<file path="src/rtl/keyboard_pkg.sv">
// Shared scan-code constants and channel state type for the keyboard decoders.
// Bit 8 of a scan code is the E0 extended-prefix flag.
package keyboard_pkg;

    localparam int CODE_W_DEF = 9;

    localparam logic [CODE_W_DEF-1:0] KEY_LEFT  = 9'h16B;
    localparam logic [CODE_W_DEF-1:0] KEY_RIGHT = 9'h174;
    localparam logic [CODE_W_DEF-1:0] KEY_UP    = 9'h175;
    localparam logic [CODE_W_DEF-1:0] KEY_SPACE = 9'h029;
    localparam logic [CODE_W_DEF-1:0] KEY_ENTER = 9'h05A;

    typedef enum logic [1:0] {
        IDLE       = 2'd0,
        PRESS_WAIT = 2'd1,
        REPEAT     = 2'd2
    } key_state_t;

endpackage

</file>
<file path="src/rtl/key_channel.sv">
// One tracked key: press/release FSM, typematic repeat counter and pulse outputs.
// Handshake: make_hit/brk_hit are single-cycle strobes already qualified by the code match.
module key_channel
    import keyboard_pkg::*;
#(
    parameter int REPEAT_DELAY  = 25_000_000,
    parameter int REPEAT_PERIOD = 5_000_000,
    parameter int CNT_W         = 25
) (
    input  logic       clk,
    input  logic       reset,
    input  logic       make_hit,
    input  logic       brk_hit,
    input  logic       repeat_en,
    output logic       is_pressed,
    output logic       rise_pulse,
    output logic       fall_pulse,
    output logic       toggle,
    output logic       repeat_pulse,
    output key_state_t state_dbg
);

    localparam logic [CNT_W-1:0] DELAY_LOAD  = CNT_W'(REPEAT_DELAY - 1);
    localparam logic [CNT_W-1:0] PERIOD_LOAD = CNT_W'(REPEAT_PERIOD - 1);

    key_state_t       state;
    key_state_t       state_nxt;
    logic [CNT_W-1:0] cnt;
    logic [CNT_W-1:0] cnt_nxt;
    logic             expired;
    logic             press_go;
    logic             rise_nxt;
    logic             fall_nxt;
    logic             rep_nxt;
    logic             toggle_nxt;

    assign expired   = (cnt == '0);
    // A release strobe in the same cycle always beats a press strobe.
    assign press_go  = make_hit && !brk_hit;
    assign state_dbg = state;

    always_ff @(posedge clk) begin
        if (reset) begin
            state        <= IDLE;
            cnt          <= '0;
            is_pressed   <= 1'b0;
            rise_pulse   <= 1'b0;
            fall_pulse   <= 1'b0;
            toggle       <= 1'b0;
            repeat_pulse <= 1'b0;
        end else begin
            state        <= state_nxt;
            cnt          <= cnt_nxt;
            is_pressed   <= (state_nxt != IDLE);
            rise_pulse   <= rise_nxt;
            fall_pulse   <= fall_nxt;
            toggle       <= toggle_nxt;
            repeat_pulse <= rep_nxt;
        end
    end

    always_comb begin
        state_nxt = state;
        case (state)
            IDLE: begin
                if (press_go) begin
                    state_nxt = PRESS_WAIT;
                end
            end
            PRESS_WAIT: begin
                if (brk_hit) begin
                    state_nxt = IDLE;
                end else if (expired && repeat_en) begin
                    state_nxt = REPEAT;
                end
            end
            REPEAT: begin
                if (brk_hit) begin
                    state_nxt = IDLE;
                end
            end
            default: state_nxt = IDLE;
        endcase
    end

    // With repeat disabled an expired counter parks at zero, so enabling it
    // later fires on the very next cycle rather than waiting a full period.
    always_comb begin
        cnt_nxt    = cnt;
        rise_nxt   = 1'b0;
        fall_nxt   = 1'b0;
        rep_nxt    = 1'b0;
        toggle_nxt = toggle;
        case (state)
            IDLE: begin
                if (press_go) begin
                    rise_nxt   = 1'b1;
                    rep_nxt    = 1'b1;
                    toggle_nxt = ~toggle;
                    cnt_nxt    = DELAY_LOAD;
                end
            end
            PRESS_WAIT, REPEAT: begin
                if (brk_hit) begin
                    fall_nxt = 1'b1;
                    cnt_nxt  = '0;
                end else if (expired) begin
                    if (repeat_en) begin
                        rep_nxt = 1'b1;
                        cnt_nxt = PERIOD_LOAD;
                    end
                end else begin
                    cnt_nxt = cnt - CNT_W'(1);
                end
            end
            default: cnt_nxt = '0;
        endcase
    end

endmodule

</file>
<file path="src/rtl/multi_key_decoder.sv">
// Tracks NUM_KEYS configurable scan codes with per-key press/repeat outputs and
// aggregate held-key status derived one cycle later from the registered channel state.
module multi_key_decoder
    import keyboard_pkg::*;
#(
    parameter int                           NUM_KEYS      = 4,
    parameter int                           CODE_W        = CODE_W_DEF,
    parameter logic [NUM_KEYS*CODE_W-1:0]   KEY_CODES     = {KEY_SPACE, KEY_UP, KEY_RIGHT, KEY_LEFT},
    parameter int                           REPEAT_DELAY  = 25_000_000,
    parameter int                           REPEAT_PERIOD = 5_000_000,
    parameter int                           CNT_W         = 25,
    localparam int                          POP_W         = $clog2(NUM_KEYS + 1),
    localparam int                          IDX_W         = (NUM_KEYS > 1) ? $clog2(NUM_KEYS) : 1
) (
    input  logic                  clk,
    input  logic                  reset,
    input  logic [CODE_W-1:0]     keyCode,
    input  logic                  make,
    input  logic                  brakee,
    input  logic [NUM_KEYS-1:0]   repeatEn,
    output logic [NUM_KEYS-1:0]   keyIsPressed,
    output logic [NUM_KEYS-1:0]   keyRisingEdgePulse,
    output logic [NUM_KEYS-1:0]   keyFallingEdgePulse,
    output logic [NUM_KEYS-1:0]   keyToggle,
    output logic [NUM_KEYS-1:0]   keyRepeatPulse,
    output logic                  anyPressed,
    output logic [POP_W-1:0]      pressedCount,
    output logic [IDX_W-1:0]      lastKeyIdx,
    output logic                  lastKeyValid,
    output logic [2*NUM_KEYS-1:0] dbg_state
);

    logic [NUM_KEYS-1:0] make_hit;
    logic [NUM_KEYS-1:0] brk_hit;
    logic [POP_W-1:0]    pop_cnt;
    logic [IDX_W-1:0]    press_idx;
    logic                press_seen;

    for (genvar i = 0; i < NUM_KEYS; i++) begin : g_ch
        key_state_t ch_state;
        logic       code_eq;

        // Duplicate codes are allowed: every matching channel sees the strobe.
        assign code_eq     = (keyCode == KEY_CODES[i*CODE_W +: CODE_W]);
        assign make_hit[i] = code_eq && make;
        assign brk_hit[i]  = code_eq && brakee;

        key_channel #(
            .REPEAT_DELAY  (REPEAT_DELAY),
            .REPEAT_PERIOD (REPEAT_PERIOD),
            .CNT_W         (CNT_W)
        ) u_ch (
            .clk          (clk),
            .reset        (reset),
            .make_hit     (make_hit[i]),
            .brk_hit      (brk_hit[i]),
            .repeat_en    (repeatEn[i]),
            .is_pressed   (keyIsPressed[i]),
            .rise_pulse   (keyRisingEdgePulse[i]),
            .fall_pulse   (keyFallingEdgePulse[i]),
            .toggle       (keyToggle[i]),
            .repeat_pulse (keyRepeatPulse[i]),
            .state_dbg    (ch_state)
        );

        assign dbg_state[2*i +: 2] = ch_state;
    end

    // Rising pulses mark exactly the IDLE->PRESS_WAIT transitions; lowest index wins.
    always_comb begin
        pop_cnt    = '0;
        press_idx  = '0;
        press_seen = |keyRisingEdgePulse;
        for (int i = 0; i < NUM_KEYS; i++) begin
            pop_cnt = pop_cnt + POP_W'(keyIsPressed[i]);
        end
        for (int i = NUM_KEYS - 1; i >= 0; i--) begin
            if (keyRisingEdgePulse[i]) begin
                press_idx = IDX_W'(i);
            end
        end
    end

    always_ff @(posedge clk) begin
        if (reset) begin
            anyPressed   <= 1'b0;
            pressedCount <= '0;
            lastKeyIdx   <= '0;
            lastKeyValid <= 1'b0;
        end else begin
            anyPressed   <= |keyIsPressed;
            pressedCount <= pop_cnt;
            if (press_seen) begin
                lastKeyIdx   <= press_idx;
                lastKeyValid <= 1'b1;
            end
        end
    end

endmodule
</file>
<file path="config.mk">
export PLATFORM = sky130hd
export DESIGN_NAME = multi_key_decoder
export DESIGN_NICKNAME = d
export VERILOG_FILES = /design/src/rtl/keyboard_pkg.sv /design/src/rtl/key_channel.sv /design/src/rtl/multi_key_decoder.sv
export SDC_FILE = /design/constraint.sdc
export NUM_CORES = 1
export LEC_CHECK = 0
export CELL_PAD_IN_SITES_DETAIL_PLACEMENT = 1
export CELL_PAD_IN_SITES_GLOBAL_PLACEMENT = 1
export CORE_MARGIN = 2
export CORE_UTILIZATION = 48
export CTS_CLUSTER_SIZE = 8
export DETAILED_ROUTE_END_ITERATION = 7
export PLACE_DENSITY_LB_ADDON = 0.1
export SLEW_MARGIN = 5
export SYNTH_ARGS = -nofsm -noshare
export SYNTH_HDL_FRONTEND = slang
export SYNTH_SLANG_ARGS = --single-unit
</file>
<file path="constraint.sdc">
create_clock -name clk -period 4.4 [get_ports clk]
set_clock_uncertainty 0.15 [all_clocks]
set_input_delay 1.32 -clock clk [delete_from_list [all_inputs] [get_ports clk]]
set_output_delay 1.32 -clock clk [all_outputs]
set_load 0.05 [all_outputs]
</file>
# After elaboration in Yosys (flattened, before gate mapping)
# Cells that the tools add are included.
[op_classes]
addsub = 7
eq_ne = 20
mux = 68
bitwise = 12
reduce_logical = 54
[ops]
columns = ["op", "n"]
rows = [
  ["two-way mux 25 bit", 16],
  ["case mux 25 bit (2 select lines)", 4],
  ["zero test 25 bit", 4],
  ["subtractor 25 x 1 -> 25 bit, second input constant", 4],
  ["two-way mux 2 bit", 20],
  ["equality test 9 bit, second input constant", 3],
  ["case mux 2 bit (3 select lines)", 4],
  ["OR reduction 2 bit", 12],
  ["two-way mux 1 bit", 20],
  ["logical AND 1 bit", 16],
  ["!= test 4 x 3 -> 1 bit, second input constant", 4],
  ["AND reduction 2 bit", 8],
  ["inverter 1 bit", 12],
  ["equality test 9 x 6 -> 1 bit, second input constant", 1],
  ["equality test 2 x 1 -> 1 bit, second input constant", 4],
  ["equality test 2 bit, second input constant", 4],
  ["zero test 2 bit", 4],
  ["!= test 2 x 1 -> 1 bit, second input constant", 4],
  ["case mux 1 bit (2 select lines)", 4],
  ["nonzero test 2 bit", 4],
  ["OR reduction 4 bit", 2],
  ["zero test 1 bit", 4],
  ["adder 2 x 1 -> 3 bit", 1],
  ["adder 3 x 1 -> 3 bit", 1],
  ["adder 1 x 1 -> 2 bit", 1],
]
[totals]
reg_bits = 135
inputBits = 17
out_inout_bits = 35
wordCells = 193

# Depth between registers and ports, before layout
# Gate-level depths: netlist of run 1.
[depth]
depth_word = 7
mapped_depth = 9
mapped_depth_nobuf = 8

# Hierarchy
# From an unflattened synthesis of run 1, not the netlist that was laid out.
[unflattened]
hier_cells = 986
hier_area_um2 = 8385.5
[modules_own_cells]
columns = ["module", "n_inst", "cells_per_inst", "area_each_um2", "seq_area_each_um2"]
rows = [
  ["key_channel (g_ch[0].u_ch ...)", 3, 232, 2014.4, 640.6],
  ["key_channel (g_ch[3].u_ch)", 1, 241, 1923.1, 640.6],
  ["multi_key_decoder", 1, 49, 419.2, 140.1],
]

# Least setup slack after synthesis of run 1
# No wires, ideal clock.
[synth_path]
path_kind = "in2reg"
startpoint = "input brakee"
endpoint = "register g_ch[2].u_ch.cnt[13]"
setup_ns = 0.076
arrival_time_ns = 3.141
required_ns = 4.174
slack_ns = 1.033
stages = 7
n_path_buf = 1
path_cell_list = "buf_2 nand2b_1 or4_1 a21oi_2 nand2_1 o32a_1 o22ai_1"
[synth_between]
elab_chain_len = 5
elab_cells_between_ends = 8
classes_between = "eq/ne: 2; mux: 2; reduce/logical: 4"
[synth_rtl]
columns = ["element", "line", "rtl"]
rows = [
  ["start: declaration", "multi_key_decoder.sv:19", "input logic brakee,"],
  ["logical AND 1 bit (*)", "multi_key_decoder.sv:46", "assign brk_hit[i] = code_eq && brakee;"],
  ["zero test 1 bit", "key_channel.sv:39", "assign press_go = make_hit && !brk_hit;"],
  ["logical AND 1 bit", "key_channel.sv:39", ""],
  ["!= test 2 x 1 -> 1 bit (no source line)", "--", ""],
  ["AND reduction 2 bit (no source line)", "--", ""],
  ["end signal: assignment", "key_channel.sv:53", "cnt <= cnt_nxt;"],
  ["end: declaration", "key_channel.sv:28", "logic [CNT_W-1:0] cnt;"],
]
# Mark *: on every way between the ends. The rest lies on a longest branch, timed or not.
# A chain may end at the register's enable or synchronous reset.

# Final worst setup path of run 1
# Same ends and word-level chain as after synthesis.

==> impl_metrics.toml, run 1 <==
[clocking]
postCtsResizedCells = 0
cts.sinks = 135
cts_hold_buf = 0
cts_tree = "done"
cts_buffers = 17
clk_pin_slew_ns = 0.06
ctsLongestPathBuffers = 2
insertion_delay_ns = 0.43
cts_setup_buffers = 0
htreeDepth = 4
cts-root-buf = "clkbuf_16"

[routing]
drt-total-wl_um = 26800
drt_iter0_drc = 733
ant_nets = 0
dr.pass1.iters = 5
drt-vias-per-instance = 6.39
vias = 8339
drc = 0
avgRoutedWirePerCell_um = 20.6

[cells_and_area]
diodes = 0
syn_to_final_growth_pct = 15.0
layout-drive-gt1-share_pct = 7.65
instances_no_fill = 1305
final_area_sq_mm = 0.00927
multiInputGateArea_sq_mm = 0.00482
fillers = 2067
fin_util_pct = 56.1
ff_latch_area_sq_mm = 0.00270
fin_nets = 1113

[run_status]
status = "completed"

[placed_design]
io_buffer_count = 51
gp_congestion = 0.897
placed_cell_area_sq_mm = 0.00867
place_inst = 1273
hpwl_um = 18700
dp_slack_ns = 0.164

[setup_path]
worstPathCellList = "clkdlybuf4s50_1, nand2b_1, or4_1, a21oi_2, nand2_1, o32a_1, o22ai_1"
crit_slowest_cell = "or4_1"
r2r-end = "g_ch[2].u_ch.cnt[22]"
cp-start-kind = "primary input"
worstPathMaxFanout = 11
path_class = "in -> reg"
reg2regPathDepth = 9
cp-end-kind = "flop"
slowest_delay_ns = 0.66
worst_ep_required_time_ns = 4.60
r2r_start = "g_ch[2].u_ch.cnt[0]"
cp.arrival_ns = 4.05
rrSetupSlack_ns = 1.29

[sta]
setup_viol = 0
hold_violations = 0
max_freq_mhz = 260
finalCriticalPeriod_ns = 3.85
rsz0062_at_grt = "no"
worst_pin_slew_ns = 0.978
worst_slack_ns = 0.549
finalSetupTns_ns = 0
maxSlewViolCount = 0
fin_crit_sh_pct = 87.5
slew_headroom_pct = 34.8

[yosys]
synth_fp_nets = 1088
synth_area_leaders = "dfxtp_1 (34%), nor2_1 (4.8%), a21oi_1 (4.8%)"
synth_ff_type = "dfxtp_1"
yosysWarnings = 0
yosysUniqueCellTypes = 86
async_reset_ff_share_pct = 0
synth_top_cells_by_count = "dfxtp_1 (135), nor2_1 (103), nand2_1 (79), a21oi_1 (77), o21ai_0 (62)"
syn_inst = 1047
yosysMostFrequentCell = "dfxtp_1"
netlist.area_leader.share_pct = 33.5
ys_seq_area_share_pct = 33.5
synth.avg_cell_area_sq_um = 7.70
yosys.area.top_type = "dfxtp_1"
ys_seq_elements = 135
synth_edf_count = 0
syn_area_sq_mm = 0.00807

[floorplan]
die_h_um = 134
row_count = 47
core_sq_mm = 0.0165
die_w_um = 134
start_util_pct = 48.8
die_area_sq_mm = 0.0179
ios = 52

[min_path]
hp-start = "g_ch[0].u_ch.cnt[1]"
holdPathEnd = "g_ch[0].u_ch.cnt[1]"
hold_depth = 2
hp-class = "reg -> reg"

[grt]
grt_pass1_wl_um = 43600
grt_usage_pct = 30.3
grt_overflow = 0
antenna_found_initial = 0
grt_pass1_vias = 8194
grt_max_degree = 25

[run]
max_cap_viol_count = 0

[power]
p_leak_nw = 3.70
irDropWorstVdd_v = 0.000295
powerDensity_mw_per_mm2 = 306
[per-layer routing]
layer	GRT usage, %	vias to the layer above	wire length, um
met2	50.3	243	12800
met5	0	-	0
met4	7.57	0	392
li1	-	3927	-
met1	40.4	4131	12300
met3	6.32	38	1380
[through the flow]
stage	hold WS, ns	total power, W
final	0.316	0.00284
after detailed placement	0.310	0.00136
after floorplan	0.282	0.00132
after global placement	0.302	0.00136
after global routing	0.335	0.00291
after CTS	0.320	0.00285
[area by class of cell]
cell class              instances  area share [%]
clock inverters                 8            1.30
inverters                      54            2.19
well taps                     220            2.97
clock buffers                  24            5.19
repair buffers                 73            7.23
flip-flops and latches        135            29.1
multi-input cells             791            52.0
[registers in the layout, indices dropped and copies added (netlist names)]
name,count
g_ch.u_ch.cnt,100
g_ch.u_ch.state_dbg,8
g_ch.u_ch.fall_pulse,4
g_ch.u_ch.is_pressed,4
g_ch.u_ch.repeat_pulse,4
g_ch.u_ch.rise_pulse,4
g_ch.u_ch.toggle,4
pressedCount,3
lastKeyIdx,2
anyPressed,1
lastKeyValid,1
[report_power, final]
part,switching (W),internal [W]
Clock,0.000561,0.000934
Sequential,0.00000171,0.00122
Combinational,0.0000741,0.0000417
Total,0.000637,0.00220
[cells by family after synthesis]
kind of cell	after synthesis	synth area share (%)
AOI/OAI and AO/OA	320	25.8
xor gates and xnor gates	12	1.30
adders and majority gates	24	3.82
buffers and inverters	121	6.73
DFF	135	33.5
muxes	2	0.248
and+or+nand+nor	433	28.6
[cells in the final DEF, fill, tap and decap left out, types with 26 or more instances in the layout]
master / synthesis / routed
dfxtp_1: 135 / 135
a31oi_1: 35 / 35
inv_1: 54 / 54
nor3_1: 52 / 52
a21oi_1: 77 / 77
nor4_1: 26 / 26
o21ai_0: 62 / 62
nand2_1: 79 / 79
nand3_1: 33 / 33
nor2_1: 103 / 103
clkdlybuf4s50_1: 0 / 50
[critical path: cells and delay by family]
kind / cells / cell delay (ns)
buffers and inverters: 1 / 0.59
AND/OR/NAND/NOR: 3 / 1.29
AO/OA/AOI/OAI: 3 / 0.83
[worst max path at each step]
stage | startpoint | endpoint | slack [ns] | cells past startpoint
floorplan | brakee | g_ch[2].u_ch.cnt[13] | 1.03 | 7
global placement | brakee | g_ch[2].u_ch.cnt[13] | 0.28 | 7
detailed placement | keyCode[0] | g_ch[3].u_ch.cnt[22] | 0.16 | 7
CTS | keyCode[0] | g_ch[3].u_ch.cnt[22] | 0.58 | 7
global route | brakee | g_ch[2].u_ch.cnt[13] | 0.42 | 7
finish | brakee | g_ch[2].u_ch.cnt[13] | 0.55 | 7
Power figures use the tool's default switching activity.
==> run 2, diff against run 1 <==
SLEW_MARGIN = 20   (was 5)
==> results of run 2 <==
Same layout as run 1: the final DEF is identical, and so are final timing and power.
==> run 3, diff against run 2 <==
CAP_MARGIN = 0   (was unset)
==> results of run 3 <==
Same layout as run 1: the final DEF is identical, and so are final timing and power.
